### src/rtl/sp_ram_burst_ctrl_if.sv
// Client-side bus of sp_ram_burst_ctrl: command, write stream, read stream and done.
// master = client (DMA/CPU bridge), slave = controller.
interface sp_ram_burst_ctrl_if #(
  parameter int DATA_WIDTH = 8,
  parameter int ADDR_WIDTH = 4,
  parameter int LEN_WIDTH  = ADDR_WIDTH + 1
);
  logic                  cmd_valid;
  logic                  cmd_ready;
  logic                  cmd_write;
  logic [ADDR_WIDTH-1:0] cmd_addr;
  logic [LEN_WIDTH-1:0]  cmd_len;
  logic                  wr_valid;
  logic                  wr_ready;
  logic [DATA_WIDTH-1:0] wr_data;
  logic                  rd_valid;
  logic                  rd_ready;
  logic [DATA_WIDTH-1:0] rd_data;
  logic                  done;

  modport master (
    output cmd_valid, cmd_write, cmd_addr, cmd_len, wr_valid, wr_data, rd_ready,
    input  cmd_ready, wr_ready, rd_valid, rd_data, done
  );

  modport slave (
    input  cmd_valid, cmd_write, cmd_addr, cmd_len, wr_valid, wr_data, rd_ready,
    output cmd_ready, wr_ready, rd_valid, rd_data, done
  );
endinterface

### src/rtl/sp_ram_burst_ctrl.sv
// Burst controller for a single-port synchronous RAM (registered read data).
// Optional SP_RAM_BURST_BOUND_CHECK_EN adds an err output and rejects bursts running past the last address.
module sp_ram_burst_ctrl #(
  parameter int DATA_WIDTH = 8,
  parameter int ADDR_WIDTH = 4,
  parameter int LEN_WIDTH  = ADDR_WIDTH + 1
) (
  input  logic                  clk,
  input  logic                  rst,
  sp_ram_burst_ctrl_if.slave    bus,
  output logic                  ram_we,
  output logic [ADDR_WIDTH-1:0] ram_addr,
  output logic [DATA_WIDTH-1:0] ram_din,
  input  logic [DATA_WIDTH-1:0] ram_dout
`ifdef SP_RAM_BURST_BOUND_CHECK_EN
  ,
  output logic                  err
`endif
);

  localparam logic [1:0] S_IDLE   = 2'd0;
  localparam logic [1:0] S_WRITE  = 2'd1;
  localparam logic [1:0] S_READ   = 2'd2;
  localparam logic [1:0] S_FINISH = 2'd3;

  logic [1:0]                 state_q;
  logic [ADDR_WIDTH-1:0]      addr_q;
  logic [LEN_WIDTH-1:0]       cnt_q;
  logic [LEN_WIDTH-1:0]       pop_cnt_q;
  logic                       infl_q;
  logic [1:0][DATA_WIDTH-1:0] fifo_q;
  logic                       wptr_q;
  logic                       rptr_q;
  logic [1:0]                 fcnt_q;
  logic                       err_q;

  logic       cmd_fire;
  logic       cmd_zero;
  logic       bound_err;
  logic       rd_start;
  logic       wr_beat;
  logic       pop;
  logic       issue;
  logic [1:0] occ;

`ifdef SP_RAM_BURST_BOUND_CHECK_EN
  localparam int SUM_W = ADDR_WIDTH + LEN_WIDTH + 1;
  logic [SUM_W-1:0] span;
  assign span      = SUM_W'(bus.cmd_addr) + SUM_W'(bus.cmd_len);
  assign bound_err = span > (SUM_W'(1) << ADDR_WIDTH);
  assign err       = (state_q == S_FINISH) & err_q & ~rst;
`else
  assign bound_err = 1'b0;
`endif

  assign cmd_fire = (state_q == S_IDLE) & bus.cmd_valid & ~rst;
  assign cmd_zero = (bus.cmd_len == '0);
  // The first read is issued in the accept cycle so data reaches the FIFO two cycles after accept.
  assign rd_start = cmd_fire & ~bus.cmd_write & ~cmd_zero & ~bound_err;
  assign wr_beat  = (state_q == S_WRITE) & bus.wr_valid & ~rst;
  assign pop      = (fcnt_q != 2'd0) & bus.rd_ready & ~rst;

  // Occupancy counts the slot freed by this cycle's pop, sustaining one beat per cycle.
  assign occ   = fcnt_q + 2'(infl_q) - 2'(pop);
  assign issue = (state_q == S_READ) & (cnt_q != '0) & (occ < 2'd2);

  assign bus.cmd_ready = (state_q == S_IDLE) & ~rst;
  assign bus.wr_ready  = (state_q == S_WRITE) & ~rst;
  assign bus.rd_valid  = (fcnt_q != 2'd0) & ~rst;
  assign bus.rd_data   = fifo_q[rptr_q];
  assign bus.done      = (state_q == S_FINISH) & ~rst;

  assign ram_we   = wr_beat;
  assign ram_din  = wr_beat ? bus.wr_data : '0;
  assign ram_addr = rst ? '0 : (rd_start ? bus.cmd_addr : addr_q);

  always_ff @(posedge clk) begin
    if (rst) begin
      state_q   <= S_IDLE;
      addr_q    <= '0;
      cnt_q     <= '0;
      pop_cnt_q <= '0;
      infl_q    <= 1'b0;
      fifo_q    <= '0;
      wptr_q    <= 1'b0;
      rptr_q    <= 1'b0;
      fcnt_q    <= 2'd0;
      err_q     <= 1'b0;
    end else begin
      infl_q <= rd_start | issue;
      if (infl_q) begin
        fifo_q[wptr_q] <= ram_dout;
        wptr_q         <= ~wptr_q;
      end
      if (pop) rptr_q <= ~rptr_q;
      fcnt_q <= fcnt_q + 2'(infl_q) - 2'(pop);

      case (state_q)
        S_IDLE: begin
          if (cmd_fire) begin
            err_q <= bound_err;
            if (cmd_zero || bound_err) begin
              state_q <= S_FINISH;
            end else if (bus.cmd_write) begin
              addr_q  <= bus.cmd_addr;
              cnt_q   <= bus.cmd_len;
              state_q <= S_WRITE;
            end else begin
              addr_q    <= bus.cmd_addr + ADDR_WIDTH'(1);
              cnt_q     <= bus.cmd_len - LEN_WIDTH'(1);
              pop_cnt_q <= bus.cmd_len;
              state_q   <= S_READ;
            end
          end
        end
        S_WRITE: begin
          if (wr_beat) begin
            addr_q <= addr_q + ADDR_WIDTH'(1);
            cnt_q  <= cnt_q - LEN_WIDTH'(1);
            if (cnt_q == LEN_WIDTH'(1)) state_q <= S_FINISH;
          end
        end
        S_READ: begin
          if (issue) begin
            addr_q <= addr_q + ADDR_WIDTH'(1);
            cnt_q  <= cnt_q - LEN_WIDTH'(1);
          end
          if (pop) begin
            pop_cnt_q <= pop_cnt_q - LEN_WIDTH'(1);
            if (pop_cnt_q == LEN_WIDTH'(1) && cnt_q == '0) state_q <= S_FINISH;
          end
        end
        default: begin
          err_q   <= 1'b0;
          state_q <= S_IDLE;
        end
      endcase
    end
  end

endmodule

### src/flat_wrapper.sv
// flat-port wrapper written by rule: the top's interface ports become plain ports
module sp_ram_burst_ctrl_flat 
#(
  parameter int DATA_WIDTH = 8,
  parameter int ADDR_WIDTH = 4,
  parameter int LEN_WIDTH  = ADDR_WIDTH + 1
)
  (clk, rst, ram_we, ram_addr, ram_din, ram_dout, bus_cmd_valid, bus_cmd_write, bus_cmd_addr, bus_cmd_len, bus_wr_valid, bus_wr_data, bus_rd_ready, bus_cmd_ready, bus_wr_ready, bus_rd_valid, bus_rd_data, bus_done);
  sp_ram_burst_ctrl_if #(.DATA_WIDTH(DATA_WIDTH), .ADDR_WIDTH(ADDR_WIDTH), .LEN_WIDTH(LEN_WIDTH)) bus_i ();
  input  logic clk;
  input  logic rst;
  output logic ram_we;
  output logic [ADDR_WIDTH-1:0] ram_addr;
  output logic [DATA_WIDTH-1:0] ram_din;
  input  logic [DATA_WIDTH-1:0] ram_dout;
  input wire logic [$bits(bus_i.cmd_valid)-1:0] bus_cmd_valid;
  input wire logic [$bits(bus_i.cmd_write)-1:0] bus_cmd_write;
  input wire logic [$bits(bus_i.cmd_addr)-1:0] bus_cmd_addr;
  input wire logic [$bits(bus_i.cmd_len)-1:0] bus_cmd_len;
  input wire logic [$bits(bus_i.wr_valid)-1:0] bus_wr_valid;
  input wire logic [$bits(bus_i.wr_data)-1:0] bus_wr_data;
  input wire logic [$bits(bus_i.rd_ready)-1:0] bus_rd_ready;
  output wire logic [$bits(bus_i.cmd_ready)-1:0] bus_cmd_ready;
  output wire logic [$bits(bus_i.wr_ready)-1:0] bus_wr_ready;
  output wire logic [$bits(bus_i.rd_valid)-1:0] bus_rd_valid;
  output wire logic [$bits(bus_i.rd_data)-1:0] bus_rd_data;
  output wire logic [$bits(bus_i.done)-1:0] bus_done;
  assign bus_i.cmd_valid = bus_cmd_valid;
  assign bus_i.cmd_write = bus_cmd_write;
  assign bus_i.cmd_addr = bus_cmd_addr;
  assign bus_i.cmd_len = bus_cmd_len;
  assign bus_i.wr_valid = bus_wr_valid;
  assign bus_i.wr_data = bus_wr_data;
  assign bus_i.rd_ready = bus_rd_ready;
  assign bus_cmd_ready = bus_i.cmd_ready;
  assign bus_wr_ready = bus_i.wr_ready;
  assign bus_rd_valid = bus_i.rd_valid;
  assign bus_rd_data = bus_i.rd_data;
  assign bus_done = bus_i.done;
  sp_ram_burst_ctrl #(.DATA_WIDTH(DATA_WIDTH), .ADDR_WIDTH(ADDR_WIDTH), .LEN_WIDTH(LEN_WIDTH)) u_core (.clk(clk), .rst(rst), .bus(bus_i), .ram_we(ram_we), .ram_addr(ram_addr), .ram_din(ram_din), .ram_dout(ram_dout));
endmodule
### config.mk
export PLATFORM = sky130hd
export DESIGN_NAME = sp_ram_burst_ctrl_flat
export DESIGN_NICKNAME = d
export VERILOG_FILES = /design/src/rtl/sp_ram_burst_ctrl_if.sv /design/src/rtl/sp_ram_burst_ctrl.sv /design/src/flat_wrapper.sv
export SDC_FILE = /design/constraint.sdc
export NUM_CORES = 1
export LEC_CHECK = 0
export ABC_AREA = 1
export CAP_MARGIN = 20
export CELL_PAD_IN_SITES_DETAIL_PLACEMENT = 1
export CELL_PAD_IN_SITES_GLOBAL_PLACEMENT = 1
export CORE_MARGIN = 4
export CORE_UTILIZATION = 37
export CTS_CLUSTER_DIAMETER = 100
export CTS_CLUSTER_SIZE = 30
export DETAILED_ROUTE_END_ITERATION = 8
export GPL_TIMING_DRIVEN = 0
export PLACE_DENSITY = 0.85
export SLEW_MARGIN = 20
export SYNTH_ARGS = -nofsm -noshare
export SYNTH_HDL_FRONTEND = slang
export SYNTH_SLANG_ARGS = --single-unit
### constraint.sdc
create_clock -name clk -period 4.5 [get_ports clk]
set_input_delay 0.9 -clock clk [delete_from_list [all_inputs] [get_ports clk]]
set_output_delay 0.9 -clock clk [all_outputs]
set_load 0.005 [all_outputs]
==> summary.md <==
| Metric | Value |
|---|---|
| Outcome | finished clean |
| Endpoints failing hold | 0 |
| Hold Path Class | reg -> reg |
| Power density over the cells | 484.9 nW/um^2 |
| Num CTS Buffers | 5 |
| DRC Markers | 0 |
| Layout cells sized above 1 | 0.06181 |
| Crit path kind | in -> out |
| Ys async rst share | 0 |
| Crit. End Element | output pin |
| Setup WS pre-CTS | 0.3300 ns |
| Cts repair resizes | 0 |
| Ys flop type | dfxtp_1 |
| ANT cells | 0 |
| Combinational Power Share | 0.510 |
| Die Ht | 89.21 um |
| Leakage | 1.472 nW |
| Worst setup SP type | input port |
| RSZ-0062 raised after global routing | false |
| Final WS setup | 0.3196 ns |
| Commonest non-fill, non-tap cells in the layout | 84 x nand2_1, 75 x nor2_1, 54 x clkdlybuf4s50_1 |
| Clk_lat worst skew | 0.30 ns |
| Final setup TNS | 0 ns |
| Max_slew headroom | 0.6704 |
| CTS tree | done |
| First-pass GRT wire length | 12,410 um |
| Via count of the first global-routing pass | 2,666 |
| Post-route cell area | 3192 sq um |
| Area of the core | 6386 sq um |
| Detailed placement HPWL | 5682 um |
| DP Area | 3077 sq um |
| Worst Tran Pin Value | 0.4944 ns |
| Sw Pwr | 0.6550 mW |
| I/O pin count | 56 |
| Vias | 2,612 |
| Syn_nets | 438 |
| Hold Path Depth | 2 |
| Clk pwr share | 0.198 |
| CP Max Fanout | 6 |
| Starting Density | 0.3821 |
| Area taken by multi-input logic gates | 1414 sq um |
| Crit path cell chain | clkdlybuf4s50_1 > inv_1 > ha_1 > nand3_1 > nand2_1 > nor2_1 > inv_1 > a21oi_1 > clkdlybuf4s50_1 |
| Sequential Power Share | 0.293 |
| Worst path slowest cell | clkdlybuf4s50_1 |
| Internal power | 0.8926 mW |
| Pin count of the biggest net entering global routing | 14 |
| Sequential cell area fraction in the yosys report | 0.3036 |
| Filler cell count | 884 |
| DR vias/cell | 4.928 |
| Number of enable flip-flop cells after synthesis | 0 |
| Antenna violations before repair | 0 |
| Placed Instances | 522 |
| Hold-fix buffers, CTS | 0 |
| Fin. max-slew vios | 0 |
| Fmax | 0.2392 GHz |
| Final Non-Filler Cells | 530 |
| Clk_skew | 0.01063 ns |
| Die ar. | 7958 sq um |
| Iteration-0 DRC count of the detailed router | 65 |
| Crit share post-route | 0.9290 |
| H-tree levels | 2 |
| Final wirelength | 7185 um |
| Row count | 29 |
| Grt ovf | 0 |
| Slowest Stage Delay on Critical Path | 0.58 ns |
| Util after Layout | 0.4998 |
| Max-Cap Viols | 0 |
| Final setup vio count | 0 |
| Synth unique cells | 28 |
| Total power | 1.548 mW |
| Initial DRT Pass Iterations | 4 |
| Wire per inst | 13.56 um |
| WP data arrival | 3.28 ns |
| Root buffer cell | clkbuf_8 |
| Seq cells post-synth | 37 |
| Area delta synth->final | 30.82% |
| Cell Area, Synth | 2440 sq um |
| Fin crit period | 4.180 ns |
| Commonest non-fill, non-tap cell in the layout | nand2_1 |
| Net switching fraction of the power | 0.4232 |
| Length in cells of the worst reg-to-reg path | 18 |
| Syn avg cell area | 6.240 sq um |
| Die W | 89.21 um |
| Post-CTS Setup Inserts | 0 |
| Worst-path clk slew | 0.09 ns |
| Register area | 740.7 sq um |
| Layout Nets | 499 |
| Max clock buf depth | 2 |
| Placer Congestion | 0.8072 |
| I/O Buffers | 54 |
| CTS Sinks | 37 |
| All-layer global routing usage | 0.1963 |
| Synth warn | 0 |
| Req. time, crit path | 3.60 ns |
| Worst vdd ir | 0.3389 mV |
| Syn Inst Count | 391 |
| Post-route ant nets | 0 |
| Final hold slack | 0.4725 ns |
cell families after synthesis:
kind of cell	synth area share
compound gates	0.1436
xor+xnor	0.007181
fa+ha+maj	0.08205
buf+inv	0.1169
flops	0.3036
simple gates	0.3467
layer usage:
layer / track usage / vias to the layer above / wire length [um]
li1: - / 1353 / -
met1: 0.2467 / 1228 / 3306
met2: 0.3563 / 26 / 3651
met3: 0.02949 / 5 / 172
met4: 0.03654 / 0 / 54
met5: 0 / - / 0
area by class of cell:
cell class,instances,area share
clock buffer,5,0.02156
multi-input combinational,287,0.4430
inverter,56,0.06586
sequential,37,0.2321
clock inverter,3,0.01450
tap,77,0.03018
buffer,11,0.02352
timing repair buffer,54,0.1693
path summary, 6_finish.rpt:
check | from | endpoint | slack [ns]
setup / recovery | bus_cmd_len[0] | ram_addr[0] | 0.32
hold / removal | u_core.fifo_q[2] | u_core.fifo_q[2] | 0.47
setup reg to reg | u_core.fcnt_q[1] | u_core.cnt_q[3] | 2.32
hold reg to reg | u_core.fifo_q[2] | u_core.fifo_q[2] | 0.47
worst max-delay path, delay by kind of cell:
family	cells	cell delay (ns)
buffers and inverters	4	1.41
AND/OR/NAND/NOR	3	0.50
AO/OA/AOI/OAI	1	0.24
adder cells (fa/ha/maj)	1	0.22
sequential cells by signal, indices dropped and copies added (netlist names):
signal,count
u_core.rptr_q,1
u_core.cnt_q,5
u_core.wptr_q,1
u_core.infl_q,1
u_core.pop_cnt_q,5
u_core.addr_q,4
u_core.fifo_q,16
u_core.state_q,2
u_core.fcnt_q,2
cells in the mapped netlist (2+ instances only):
cell type / number / share of area
clkinv_1: 2 / 0.0031
clkbuf_8: 2 / 0.011
dfxtp_1: 37 / 0.30
a21oi_1: 25 / 0.051
o22ai_1: 2 / 0.0051
nand3_2: 2 / 0.0082
buf_2: 5 / 0.010
nand4_1: 4 / 0.010
nand2_2: 4 / 0.010
nor2_2: 2 / 0.0051
clkbuf_1: 2 / 0.0031
nor2_1: 75 / 0.12
inv_1: 53 / 0.082
o21ai_0: 38 / 0.078
ha_1: 16 / 0.082
nand3_1: 27 / 0.055
nand2_1: 84 / 0.13
power groups by stage:
| stage | Clock (mW) | Combinational [mW] | Sequential [mW] |
|---|---|---|---|
| floorplan | 0 | 0.557 | 0.445 |
| global placement | 0 | 0.768 | 0.456 |
| detailed placement | 0 | 0.795 | 0.461 |
| CTS | 0.309 | 0.801 | 0.453 |
| global route | 0.322 | 0.917 | 0.463 |
| finish | 0.306 | 0.789 | 0.453 |
Note: power is estimated with default switching activity, not from simulation.
